`config.mk`:
```
export PLATFORM = sky130hd
export DESIGN_NAME = fetch_unit
export DESIGN_NICKNAME = d
export VERILOG_FILES = /design/src/rtl/cpu_pkg.sv /design/src/rtl/cond_eval.sv /design/src/rtl/fetch_unit.sv
export SDC_FILE = /design/constraint.sdc
export NUM_CORES = 1
export LEC_CHECK = 0
export CAP_MARGIN = 20
export CELL_PAD_IN_SITES_DETAIL_PLACEMENT = 2
export CELL_PAD_IN_SITES_GLOBAL_PLACEMENT = 2
export CORE_MARGIN = 2
export CORE_UTILIZATION = 29
export CTS_BUF_LIST = sky130_fd_sc_hd__clkbuf_8
export DETAILED_ROUTE_END_ITERATION = 12
export HOLD_SLACK_MARGIN = 0.03
export PLACE_DENSITY_LB_ADDON = 0.1
export SLEW_MARGIN = 20
export SYNTH_ARGS = -nofsm -noshare
export SYNTH_HDL_FRONTEND = slang
export SYNTH_SLANG_ARGS = --single-unit
export TNS_END_PERCENT = 20
```
`constraint.sdc`:
```
create_clock -name clk -period 2.6 [get_ports clk]
set_input_delay 0.65 -clock clk [delete_from_list [all_inputs] [get_ports clk]]
set_output_delay 0.65 -clock clk [all_outputs]
set_load 0.1 [all_outputs]
```
`src/rtl/cpu_pkg.sv`:
```
// rtl/cpu_pkg.sv - shared condition codes, flag indices and fetch state encoding
package cpu_pkg;

    localparam int FLAG_C = 0;
    localparam int FLAG_L = 1;
    localparam int FLAG_F = 2;
    localparam int FLAG_Z = 3;
    localparam int FLAG_N = 4;

    localparam logic [3:0] CC_EQ = 4'b0000;
    localparam logic [3:0] CC_NE = 4'b0001;
    localparam logic [3:0] CC_CS = 4'b0010;
    localparam logic [3:0] CC_CC = 4'b0011;
    localparam logic [3:0] CC_HI = 4'b0100;
    localparam logic [3:0] CC_LS = 4'b0101;
    localparam logic [3:0] CC_GT = 4'b0110;
    localparam logic [3:0] CC_LE = 4'b0111;
    localparam logic [3:0] CC_FS = 4'b1000;
    localparam logic [3:0] CC_FC = 4'b1001;
    localparam logic [3:0] CC_LO = 4'b1010;
    localparam logic [3:0] CC_HS = 4'b1011;
    localparam logic [3:0] CC_LT = 4'b1100;
    localparam logic [3:0] CC_GE = 4'b1101;
    localparam logic [3:0] CC_UC = 4'b1110;
    localparam logic [3:0] CC_NV = 4'b1111;

    typedef enum logic [1:0] {
        ST_ISSUE = 2'd0,
        ST_WAIT  = 2'd1,
        ST_HOLD  = 2'd2
    } fetch_state_t;

endpackage

```
`src/rtl/cond_eval.sv`:
```
// rtl/cond_eval.sv - CR16 condition code evaluation against the ALU flags
module cond_eval
    import cpu_pkg::*;
(
    input  logic [3:0] cond,
    input  logic [4:0] flags,
    output logic       pass
);

    logic c, l, f, z, n;

    assign c = flags[FLAG_C];
    assign l = flags[FLAG_L];
    assign f = flags[FLAG_F];
    assign z = flags[FLAG_Z];
    assign n = flags[FLAG_N];

    always_comb begin
        pass = 1'b0;
        case (cond)
            CC_EQ:   pass = z;
            CC_NE:   pass = !z;
            CC_CS:   pass = c;
            CC_CC:   pass = !c;
            CC_HI:   pass = l;
            CC_LS:   pass = !l;
            CC_GT:   pass = n;
            CC_LE:   pass = !n;
            CC_FS:   pass = f;
            CC_FC:   pass = !f;
            CC_LO:   pass = !l && !z;
            CC_HS:   pass = l || z;
            CC_LT:   pass = !n && !z;
            CC_GE:   pass = n || z;
            CC_UC:   pass = 1'b1;
            default: pass = 1'b0;
        endcase
    end

endmodule

```
`src/rtl/fetch_unit.sv`:
```
// rtl/fetch_unit.sv - instruction fetch stage with held instruction and redirects
// Conditional redirects are enabled by defining BRANCH_COND_EN.
module fetch_unit
    import cpu_pkg::*;
#(
    parameter int                ADDR_W   = 16,
    parameter logic [ADDR_W-1:0] RESET_PC = '0
) (
    input  logic              clk,
    input  logic              reset,
    output logic [ADDR_W-1:0] mem_addr,
    input  logic [15:0]       mem_rd_data,
    output logic [15:0]       instr,
    output logic              instr_valid,
    input  logic              instr_ready,
    output logic [ADDR_W-1:0] pc,
    input  logic              redirect,
    input  logic [ADDR_W-1:0] redirect_target,
    input  logic [3:0]        cond,
    input  logic [4:0]        flags,
    output logic              taken
);

    fetch_state_t      state_q, state_d;
    logic [ADDR_W-1:0] fetch_pc;
    logic              redirect_eff;
    logic              capture;
    logic              consume;

`ifdef BRANCH_COND_EN
    logic cond_pass;

    cond_eval u_cond_eval (
        .cond  (cond),
        .flags (flags),
        .pass  (cond_pass)
    );

    assign redirect_eff = redirect && cond_pass;
`else
    logic unused_cond;

    assign unused_cond  = ^{cond, flags};
    assign redirect_eff = redirect;
`endif

    always_ff @(posedge clk or negedge reset) begin
        if (!reset) begin
            state_q <= ST_ISSUE;
        end else begin
            state_q <= state_d;
        end
    end

    // A taken redirect restarts fetch from any state, dropping any in-flight read.
    always_comb begin
        state_d = state_q;
        if (redirect_eff) begin
            state_d = ST_ISSUE;
        end else begin
            case (state_q)
                ST_ISSUE: state_d = ST_WAIT;
                ST_WAIT:  state_d = ST_HOLD;
                ST_HOLD:  state_d = instr_ready ? ST_ISSUE : ST_HOLD;
                default:  state_d = ST_ISSUE;
            endcase
        end
    end

    always_comb begin
        mem_addr = fetch_pc;
        capture  = (state_q == ST_WAIT) && !redirect_eff;
        consume  = (state_q == ST_HOLD) && instr_ready && !redirect_eff;
    end

    always_ff @(posedge clk or negedge reset) begin
        if (!reset) begin
            fetch_pc    <= RESET_PC;
            pc          <= RESET_PC;
            instr       <= 16'h0000;
            instr_valid <= 1'b0;
            taken       <= 1'b0;
        end else begin
            taken <= redirect_eff;
            if (redirect_eff) begin
                fetch_pc    <= redirect_target;
                instr_valid <= 1'b0;
            end else if (capture) begin
                instr       <= mem_rd_data;
                pc          <= fetch_pc;
                fetch_pc    <= fetch_pc + ADDR_W'(1);
                instr_valid <= 1'b1;
            end else if (consume) begin
                instr_valid <= 1'b0;
            end
        end
    end

endmodule
```
==> impl_metrics.ini <==
[routing]
antenna_left = 0
drt_pre_antenna_iters = 4
vias = 1754
via_per_inst = 4.69
remaining_drc_errors = 0
drt_iter0_drc = 31
wire_per_inst_um = 15.6
routed_wl_mm = 5.82

[grt]
antenna_found_initial = 0
grt_pass1_wl_mm = 9.49
grt_pass1_vias = 1807
grt_overflow = 0
grt_max_degree = 33
track_usage_pct = 14.2

[cts]
cts_sinks = 52
cts_tree = yes
numCtsBuffers = 5
clkTransAtPathRegs_ns = 0.10
post_cts_buffers = 0
clk_latency_ns = 0.31
cts-hold-fix-buffers = 0
h-tree-depth = 2
clock_path_buffers = 2
cts-root-buf = clkbuf_8
cts_resized = 0

[floorplan]
fp-row-count = 32
die_h_um = 92.2
start_util_pct = 29.5
ios = 95
die_area_mm2 = 0.00851
die_w_um = 92.2
core-area_mm2 = 0.00765

[run]
drv_cap = 0

[worst_setup_path]
crit_chain = clkdlybuf4s50_1, clkinv_1, and2_2, mux2_2
critical_path.top_delay_family = simple AND/OR/NAND/NOR gates
crit_buf_inv = 2
crit_path_end_kind = flop
cpMaxStageDelayCell = and2_2
crit_type = input port to flop
arrival_ns = 2.25
cp_max_fo = 32
cp-start-kind = input port
cp_data_required_time_ns = 2.80
slowest_delay_ns = 0.65

[sta]
fmax_mhz = 487
rsz0062_at_grt = false
worstMarginPinSlew_ns = 0.805
fin_tns_setup_ns = 0
timing.final.crit_share_pct = 79.0
hold_viol_final = 0
finalMaxSlewViolations = 0
max-slew-margin-rel_pct = 46.4
setup_violations = 0
final.setup_skew_ns = 0.00973
post-route-min-period_ns = 2.05

[yosys]
synth_ff_type = dfrtp_1
synth-edff-count = 0
ys_seq_elements = 52
synthAdderAreaFrac_pct = 0.554
synthTopCellsByCount = 52 x dfrtp_1, 31 x mux2_2, 18 x nand2_1
synth_compound_area_share_pct = 5.43
syn_area_per_cell_um2 = 12.3
synth.most_common_cell = dfrtp_1
synth_top_area_share_pct = 57.6
yosysTopAreaCell = dfrtp_1
yosysSeqAreaShare_pct = 57.6
netlist_area_mm2 = 0.00226
yosysWarnings = 0
synth_top_family_by_area = multiplexers
synth_cells = 183
postSynth.asyncResetShare_pct = 100
synth_xor_area_share_pct = 4.27
synth_area_leaders = dfrtp_1 58%, mux2_2 15%, o21ai_0 3.8%, nand2_1 3.0%, xor2_1 2.7%
synth-simple-area-share_pct = 12.4
synth_fp_nets = 229
ys_types = 31
muxShareOfSynthArea_pct = 16.4

[final_layout]
fill_cells = 835
area_growth_syn_to_layout_pct = 41.4
final_cells = 374
num_antenna_cells = 0
seq_area_mm2 = 0.00130
final_nets = 317
multiInputGateArea_um2 = 883
drive_above_1_share_pct = 36.8

[place]
dp_hpwl_mm = 4.27
gp_congestion = 0.696
io_buffers = 85
dpl.cell_count = 366

[power_and_ir_drop]
ir_worst_vdd_mv = 0.522
power.leakage_nw = 1.37
power_density_mw_per_mm2 = 1170

[run_status]
outcome = finished, final reports clean

[hold_path]
hp-class = input port to asynchronous set/reset pin
logic make-up (layout without fill, tap and decap cells):
logic type	Yosys count	after routing
compound gates	23	23
xor+xnor	11	11
fa+ha+maj	1	1
buf+inv	11	100
flops	52	52
mux	33	33
simple gates	52	52
state kept, by name (all words and copies together) (netlist names):
signal and count:
mem_addr 16, taken 1, state_q 2, instr_valid 1, instr 16, pc 16
per-stage QoR:
stage	setup slack (ns)	cell area (um2)	util [%]	total power, W	hold WS, ns
after floorplan	0.477	2260	-	0.00272	0.354
final	0.545	3190	41.8	0.00373	0.201
after global placement	0.190	3080	40.2	0.00316	0.472
after global routing	0.443	3190	41.8	0.00387	0.210
after detailed placement	0.170	3080	40.2	0.00319	0.497
after CTS	0.508	3190	41.8	0.00378	0.200
final timing paths:
kind / start / endpoint / slack [ns] / depth (start not counted)
setup / recovery: redirect / instr[4] / 0.55 / 4
hold / removal: reset / instr[15] / 0.20 / 1
setup reg to reg: state_q[0] / instr[4] / 0.65 / 3
hold reg to reg: instr[1] / instr[1] / 0.51 / 1
max in group asynchronous: reset / taken / 1.79 / 2
min in group clk: instr[1] / instr[1] / 0.51 / 1
cells in the final DEF, fill, tap and decap left out, drive strengths merged:
cell type	count
mux2	32
clkdlybuf4s50	34
ha	1
nand4b	1
bufinv	1
clkbuf	5
or3	5
nor3	2
xor2	7
o21ai	17
nand3	2
a21oi	1
dfrtp	52
a211oi	1
nand2	18
a31oi	4
nor2	7
clkinv	3
xnor2	4
and2	2
and3	2
and4	1
inv	1
buf	56
mux2i	1
nand4	8
nor4	2
and4b	1
nor2b	1
power by group:
group	switching [W]	internal, W
clock	0.000285	0.000290
sequential	0.000137	0.000994
combinational	0.00159	0.000439
total	0.00201	0.00172
cell type report:
class | instances | share of cell area [%]
Inverter | 2 | 0.235
Clock buffer | 5 | 2.15
Tap cell | 102 | 4.00
Multi-Input combinational cell | 120 | 27.7
Clock inverter | 3 | 1.49
Timing Repair Buffer | 90 | 23.7
Sequential cell | 52 | 40.7
routing by layer:
layer  vias to the layer above  track usage [%]  wire length [um]  part of all wire, %
met2                        52             22.9              2880                   50
li1                        826                -                 -                    -
met1                       871             19.8              2610                   45
met3                         5             2.79               271                  4.7
met4                         0             3.73                50                 0.86
met5                         -                0                 0                    0
(Power assumes the default switching activity.)
